`src/rtl/btn_conditioner.sv`:
```
// Push-button front end: 2-flop synchronizer, shared tick prescaler and one
// debounce/auto-repeat FSM per button producing level, press, release and repeat.
module btn_conditioner #(
    parameter int N_BTN          = 3,
    parameter int TICK_DIV       = 100000,
    parameter int DEBOUNCE_TICKS = 20,
    parameter int REPEAT_DELAY   = 500,
    parameter int REPEAT_RATE    = 100
) (
    input  logic             clk,
    input  logic             rst_n,
    input  logic [N_BTN-1:0] btn_raw,
    output logic [N_BTN-1:0] btn_level,
    output logic [N_BTN-1:0] btn_press,
    output logic [N_BTN-1:0] btn_release,
    output logic [N_BTN-1:0] btn_repeat,
    output logic             tick
);

    localparam int MAX_DR = (DEBOUNCE_TICKS > REPEAT_DELAY) ? DEBOUNCE_TICKS : REPEAT_DELAY;
    localparam int MAX_P  = (MAX_DR > REPEAT_RATE) ? MAX_DR : REPEAT_RATE;
    localparam int CW     = $clog2(MAX_P + 1);
    localparam int TW     = (TICK_DIV > 1) ? $clog2(TICK_DIV) : 1;

    localparam logic [TW-1:0] DIV_LAST = TW'(TICK_DIV - 1);
    localparam logic [CW-1:0] DB_LAST  = CW'(DEBOUNCE_TICKS - 1);
    localparam logic [CW-1:0] RD_LAST  = CW'(REPEAT_DELAY - 1);
    localparam logic [CW-1:0] RR_LAST  = CW'(REPEAT_RATE - 1);

    typedef enum logic [1:0] {
        IDLE       = 2'd0,
        PRESS_WAIT = 2'd1,
        HELD       = 2'd2,
        REL_WAIT   = 2'd3
    } state_t;

    // Complete per-button state; rate marks that the first repeat has fired.
    typedef struct packed {
        state_t        state;
        logic          rate;
        logic [CW-1:0] dc;
        logic [CW-1:0] rc;
    } btn_fsm_t;

    localparam btn_fsm_t FSM_RST = '{state: IDLE, rate: 1'b0, dc: '0, rc: '0};

    logic [N_BTN-1:0] sync1;
    logic [N_BTN-1:0] s;
    logic [TW-1:0]    div_q;

    btn_fsm_t fsm     [N_BTN];
    btn_fsm_t fsm_nxt [N_BTN];

    logic [N_BTN-1:0] level_nxt;
    logic [N_BTN-1:0] press_nxt;
    logic [N_BTN-1:0] release_nxt;
    logic [N_BTN-1:0] repeat_nxt;

    always_ff @(posedge clk or negedge rst_n) begin
        if (!rst_n) begin
            sync1 <= '0;
            s     <= '0;
        end else begin
            sync1 <= btn_raw;
            s     <= sync1;
        end
    end

    always_ff @(posedge clk or negedge rst_n) begin
        if (!rst_n) begin
            div_q <= '0;
        end else if (div_q == DIV_LAST) begin
            div_q <= '0;
        end else begin
            div_q <= div_q + TW'(1);
        end
    end

    assign tick = (div_q == DIV_LAST);

    always_ff @(posedge clk or negedge rst_n) begin
        if (!rst_n) begin
            for (int i = 0; i < N_BTN; i++) begin
                fsm[i] <= FSM_RST;
            end
            btn_level   <= '0;
            btn_press   <= '0;
            btn_release <= '0;
            btn_repeat  <= '0;
        end else begin
            for (int i = 0; i < N_BTN; i++) begin
                fsm[i] <= fsm_nxt[i];
            end
            btn_level   <= level_nxt;
            btn_press   <= press_nxt;
            btn_release <= release_nxt;
            btn_repeat  <= repeat_nxt;
        end
    end

    // A synchronizer drop always wins over a tick in the same cycle.
    always_comb begin
        for (int i = 0; i < N_BTN; i++) begin
            fsm_nxt[i]     = fsm[i];
            level_nxt[i]   = btn_level[i];
            press_nxt[i]   = 1'b0;
            release_nxt[i] = 1'b0;
            repeat_nxt[i]  = 1'b0;
            case (fsm[i].state)
                IDLE: begin
                    if (s[i]) begin
                        fsm_nxt[i].state = PRESS_WAIT;
                        fsm_nxt[i].dc    = '0;
                    end
                end
                PRESS_WAIT: begin
                    if (!s[i]) begin
                        fsm_nxt[i].state = IDLE;
                    end else if (tick) begin
                        if (fsm[i].dc == DB_LAST) begin
                            fsm_nxt[i].state = HELD;
                            fsm_nxt[i].rc    = '0;
                            fsm_nxt[i].rate  = 1'b0;
                            level_nxt[i]     = 1'b1;
                            press_nxt[i]     = 1'b1;
                        end else begin
                            fsm_nxt[i].dc = fsm[i].dc + CW'(1);
                        end
                    end
                end
                HELD: begin
                    if (!s[i]) begin
                        fsm_nxt[i].state = REL_WAIT;
                        fsm_nxt[i].dc    = '0;
                    end else if (tick) begin
                        if ((!fsm[i].rate && fsm[i].rc == RD_LAST) ||
                            ( fsm[i].rate && fsm[i].rc == RR_LAST)) begin
                            fsm_nxt[i].rc   = '0;
                            fsm_nxt[i].rate = 1'b1;
                            repeat_nxt[i]   = 1'b1;
                        end else begin
                            fsm_nxt[i].rc = fsm[i].rc + CW'(1);
                        end
                    end
                end
                REL_WAIT: begin
                    // rc and rate stay frozen so a bounce back into HELD resumes the cadence.
                    if (s[i]) begin
                        fsm_nxt[i].state = HELD;
                    end else if (tick) begin
                        if (fsm[i].dc == DB_LAST) begin
                            fsm_nxt[i].state = IDLE;
                            level_nxt[i]     = 1'b0;
                            release_nxt[i]   = 1'b1;
                        end else begin
                            fsm_nxt[i].dc = fsm[i].dc + CW'(1);
                        end
                    end
                end
                default: begin
                    fsm_nxt[i].state = IDLE;
                end
            endcase
        end
    end

endmodule

```
`config.mk`:
```
export PLATFORM = sky130hd
export DESIGN_NAME = btn_conditioner
export DESIGN_NICKNAME = d
export VERILOG_FILES = /design/src/rtl/btn_conditioner.sv
export SDC_FILE = /design/constraint.sdc
export NUM_CORES = 1
export LEC_CHECK = 0
export BUFFER_PORTS_ARGS = -buffer_cell sky130_fd_sc_hd__buf_2
export CAP_MARGIN = 0
export CORE_MARGIN = 1
export CORE_UTILIZATION = 45
export CTS_CLUSTER_SIZE = 25
export DETAILED_ROUTE_END_ITERATION = 6
export GPL_TIMING_DRIVEN = 0
export PLACE_DENSITY = 0.72
export SYNTH_ARGS = -nofsm -noshare
export SYNTH_HDL_FRONTEND = slang
export SYNTH_SLANG_ARGS = --single-unit
```
`constraint.sdc`:
```
create_clock -name clk -period 2.16 [get_ports clk]
set_input_delay 0.108 -clock clk [delete_from_list [all_inputs] [get_ports clk]]
set_output_delay 0.108 -clock clk [all_outputs]
set_load 0.02 [all_outputs]
```
Yosys cells after proc, flatten, opt, wreduce, memory -nomap -nowiden:

Cells that the tools add are included.

* bits in registers: 98
* input bits: 5
* word-level logic and storage cells: 255

* $add $sub $neg: 7
* eq/ne operators: 64
* muxes and demuxes: 127
* reduce and logical (&&, ||, !) cells: 36

Operators by type and width (count)
* 9-bit 2-to-1 mux: 27
* 9-bit case mux with 4 select lines: 3
* 2-bit != test (second input constant): 33
* 21-bit 2-to-1 mux: 3
* 1-bit 2-to-1 mux: 57
* 19-bit 2-to-1 mux: 3
* 9-bit by 1-bit adder with 9-bit output (second input constant): 6
* 9-bit case mux with 2 select lines: 3
* 6-bit AND reduction: 9
* 7-bit AND reduction: 6
* 2-bit 2-to-1 mux: 18
* 3-bit != test (second input constant): 12
* 9-bit by 5-bit equality test with 1-bit output (second input constant): 3
* 9-bit by 7-bit equality test with 1-bit output (second input constant): 3
* 9-bit equality test (second input constant): 3
* 2-bit case mux with 4 select lines: 3
* 17-bit by 1-bit adder with 17-bit output (second input constant): 1
* 17-bit equality test (second input constant): 1
* 17-bit 2-to-1 mux: 1
* 2-bit equality test (second input constant): 6
* 1-bit case mux with 2 select lines: 6
* 2-bit nonzero test: 6
* 3-bit 2-to-1 mux: 3
* 2-bit by 1-bit equality test with 1-bit output (second input constant): 3
* other kinds (4): 15

Longest topological paths before layout:

* depth in word-level cells: 7
* mapped depth: 8
* gate-level depth less buffers: 6

Worst setup path after synthesis:

OpenSTA, ideal clock, no wires.

* kind: flip-flop to flip-flop
* from: reg div_q[0]
* to: reg fsm[33] in the netlist's numbering
* setup time: 0.126 ns
* data arrival time: 1.864 ns
* data required time: 2.034 ns
* path slack: 0.170 ns
* cell stages (with the launch flop): 9
* buffers on the path: 3
* period minus slack after synthesis: 1.990 ns
* cells stage by stage: dfrtp_1 > ha_1 > and4_1 > buf_2 > nand4_1 > buf_2 > buf_1 > nor2_1 > a221o_1

* cells in the longest elaborated chain, start to end: 3
* elaborated cells on any way between the ends: 4
* those cells by class: 3 x eq/ne; 1 x reduce/logical

RTL lines
* start, declared: line 49 `logic [TW-1:0] div_q;`
* start signal, assigned: line 75 `div_q <= div_q + TW'(1);`
* 17-bit equality test (*): line 79 `assign tick = (div_q == DIV_LAST);`
* 2-bit != test (no line)
* 6-bit AND reduction (no line) (*)
* end signal, assigned by index: line 92 `fsm[i] <= fsm_nxt[i];`
* end, declared: line 51 `btn_fsm_t fsm [N_BTN];`

Every way passes the cells marked *; elsewhere a longest branch is shown, timed or not.
A chain may end at the register's enable or synchronous reset.

Worst setup path after layout:

* from: reg div_q[1]
* to: reg fsm[16] in the netlist's numbering

The elaborated chain is that of the path after synthesis.

==> impl_metrics.env <==
export IMPL_gr_usage_all_layers_pct=21.0
export IMPL_p_clk_share_pct=44.8
export IMPL_stdcell_count=744
export IMPL_skew_ns=0.0108
export IMPL_ir_worst_vdd_mv=0.530
export IMPL_crit_fanout=8
export IMPL_p_total_uw=3580
export IMPL_synth_edff_count=0
export IMPL_die_x_microns=112
export IMPL_synth_area_per_cell_sq_um=9.74
export IMPL_cp_start_kind="flop"
export IMPL_worst_slew_pin_slew_ns=0.792
export IMPL_worst_ep_required_time_ns=2.42
export IMPL_die_h_microns=112
export IMPL_drc=2
export IMPL_drt_iter0_markers=326
export IMPL_port_buffers=17
export IMPL_initial_core_util_pct=46.8
export IMPL_syn_inst=556
export IMPL_drive_above_1_share_pct=17.6
export IMPL_synth_flop_cell="dfrtp_1"
export IMPL_insertion_delay_ns=0.34
export IMPL_vias=4746
export IMPL_rows=39
export IMPL_yosysWarnings=0
export IMPL_dr_pass1_iters=7
export IMPL_synth_seq_cells=98
export IMPL_clock_path_buffers=2
export IMPL_final_hold_violation_count=0
export IMPL_io_pin_count=18
export IMPL_layout_commonest_cell="dfrtp_1"
export IMPL_syn2layout_area_growth_pct=18.0
export IMPL_rsz0062_at_grt="yes"
export IMPL_cap_violations=0
export IMPL_seqPwrFrac_pct=51.6
export IMPL_clock_sinks=98
export IMPL_core_area_sq_mm=0.0116
export IMPL_async_reset_ff_share_pct=100
export IMPL_critical_path_class="reg -> reg"
export IMPL_outcome="finished with violations"
export IMPL_layout_common_cells="dfrtp_1 (97), nand2_1 (49), nand3_1 (30), nor2_1 (26), o21ai_0 (23)"
export IMPL_p_switching_uw=775
export IMPL_setup_viol=0
export IMPL_routed_via_density=6.38
export IMPL_crit_path_end_kind="flop"
export IMPL_finalWorstSetupSlack_ns=0.0120
export IMPL_swShare_pct=21.7
export IMPL_antenna_cells=0
export IMPL_p_int_uw=2800
export IMPL_dp_cells=717
export IMPL_place_area_sq_mm=0.00571
export IMPL_synth_nets=568
export IMPL_pwr_share_comb_pct=3.6
export IMPL_stdcell_area_sq_mm=0.00639
export IMPL_min_delay_path_class="in -> async"
export IMPL_clockRootBuffer="clkbuf_16"
export IMPL_min_period_over_period_pct=99.4
export IMPL_grt_pass1_wl_microns=21100
export IMPL_antenna_found_initial=0
export IMPL_drv_slew=0
export IMPL_cts_made_buffers=9
export IMPL_arrival_ns=2.41
export IMPL_dp_hpwl_microns=8510
export IMPL_max_freq_mhz=466
export IMPL_dieArea_sq_mm=0.0125
export IMPL_violations="design-rule violations"
export IMPL_power_density_mw_per_mm2=560
export IMPL_period_minus_slack_ns=2.15
export IMPL_grt_pass1_vias=4391
export IMPL_ys_seq_area_share_pct=45.3
export IMPL_cts_tree="done"
export IMPL_synth_distinct_cells=60
export IMPL_finalNetCount=608
export IMPL_htreeDepth=3
export IMPL_globalRoute_totalOverflow=0
export IMPL_post_place_ws_ns=-0.506
export IMPL_post_route_util_pct=55.3
export IMPL_place_congestion=0.852
export IMPL_wl_per_cell_microns=17.8
export IMPL_ant_nets=0
export IMPL_power_leakage_uw=0.00270
export IMPL_grt_max_degree=57
export IMPL_wirelength_microns=13200
export IMPL_max_slew_margin_pct=46.8
export IMPL_netlist_area_sq_mm=0.00542
export IMPL_path_clk_slew_ns=0.07
==> layout make-up <==
| cell class | instances | area [sq um] |
|---|---|---|
| fill | 984 | 5170 |
| multi-input combinational | 410 | 2980 |
| sequential | 98 | 2450 |
| clock buffer | 12 | 246 |
| timing repair buffer | 32 | 238 |
| buffer | 31 | 194 |
| tap | 143 | 179 |
| inverter | 14 | 52.6 |
| clock inverter | 4 | 51.3 |
==> cell usage after synthesis, drive strengths merged, types with 3 or more instances <==
cell type | n | area (sq um)
and2 | 7 | 43.8
inv | 14 | 52.6
or4b | 3 | 37.5
o41ai | 10 | 87.6
and3 | 9 | 56.3
a22o | 17 | 150
or3 | 11 | 68.8
nand3 | 30 | 150
o211ai | 6 | 45.0
ha | 7 | 87.6
a221o | 11 | 110
xor2 | 7 | 61.3
buf | 14 | 75.1
nor2b | 9 | 56.3
a41o | 3 | 30.0
nand2b | 8 | 50.1
nor2 | 28 | 105
nor3 | 22 | 110
mux2 | 7 | 78.8
nand2 | 49 | 184
clkbuf | 20 | 75.1
xnor2 | 9 | 78.8
a21oi | 18 | 90.1
nand4b | 5 | 43.8
o21ai | 24 | 120
nand4 | 19 | 119
dfrtp | 98 | 2450
nor4b | 10 | 113
nor4 | 10 | 62.6
or4 | 13 | 97.6
o31ai | 7 | 52.6
a31oi | 6 | 37.5
nor3b | 5 | 37.5
or2 | 4 | 25.0
a41oi | 5 | 43.8
and4 | 4 | 35.0
==> path summary, 6_finish.rpt <==
check / from / cells past startpoint / slack, ns / to
min in group clk: sync1[0]$_DFF_PN0_ / 0 / 0.35 / s[0]$_DFF_PN0_
max: div_q[1]$_DFF_PN0_ / 8 / 0.01 / fsm[16]$_DFFE_PN0P_
min reg2reg: sync1[0]$_DFF_PN0_ / 0 / 0.35 / s[0]$_DFF_PN0_
max reg2reg: div_q[1]$_DFF_PN0_ / 8 / 0.01 / fsm[16]$_DFFE_PN0P_
max in group asynchronous: rst_n / 3 / 1.15 / fsm[25]$_DFFE_PN0P_
min: rst_n / 2 / 0.31 / fsm[3]$_DFFE_PN0P_
==> worst max-delay path, stage by stage (launching register included) <==
cell,delay [ns]
dfrtp_1,0.41
ha_4,0.16
and4_1,0.20
buf_6,0.12
nand4_1,0.14
buf_4,0.19
buf_6,0.14
or4_1,0.54
a21oi_2,0.18
==> registers in the layout, indices dropped and copies added (netlist names), named ones only <==
name and count:
fsm 60, div_q 17, btn_level 3, btn_press 3, btn_release 3, btn_repeat 3
s 3, sync1 3
==> power groups by stage <==
| stage | registers [uW] | logic (uW) | clock network [uW] |
|---|---|---|---|
| detailed placement | 1880 | 121 | 0 |
| global route | 1850 | 143 | 1720 |
| CTS | 1850 | 128 | 1640 |
| finish | 1850 | 130 | 1600 |
| global placement | 1880 | 111 | 0 |
| floorplan | 1880 | 54.4 | 0 |
==> stage by stage <==
| stage | setup TNS, ns | hold WS, ns |
|---|---|---|
| after floorplan | 0 | -0.188 |
| after global placement | -21.52 | 0.215 |
| after detailed placement | -19.07 | 0.147 |
| after CTS | -0.0930 | 0.322 |
| after global routing | -0.440 | 0.351 |
| final | 0 | 0.312 |
==> kinds of logic after synthesis <==
| kind of cell | Yosys count | share of synthesized area, % |
|---|---|---|
| XOR/XNOR | 16 | 2.59 |
| buffers and inverters | 48 | 3.74 |
| AO/OA/AOI/OAI | 127 | 18.2 |
| multiplexers | 9 | 1.82 |
| AND/OR/NAND/NOR | 251 | 26.7 |
| flip-flops | 98 | 45.3 |
| adder cells (fa/ha/maj) | 7 | 1.62 |
==> metal layers <==
| metal | track usage (%) | vias to the layer above | part of all wire (%) |
|---|---|---|---|
| met4 | 7.57 | 0 | 1.3 |
| met5 | 0 | - | 0 |
| li1 | - | 2201 | - |
| met3 | 3.54 | 16 | 4.6 |
| met2 | 35.3 | 145 | 50 |
| met1 | 27.4 | 2384 | 44 |
==> timing repair <==
action	CTS	global route
endpoints found under the hold margin	45	0
pin swaps	0	7
setup buffers	4	6
endpoints found under the setup margin	83	57
hold buffers	4	0
resized for setup	17	47
Power figures use the tool's default switching activity.
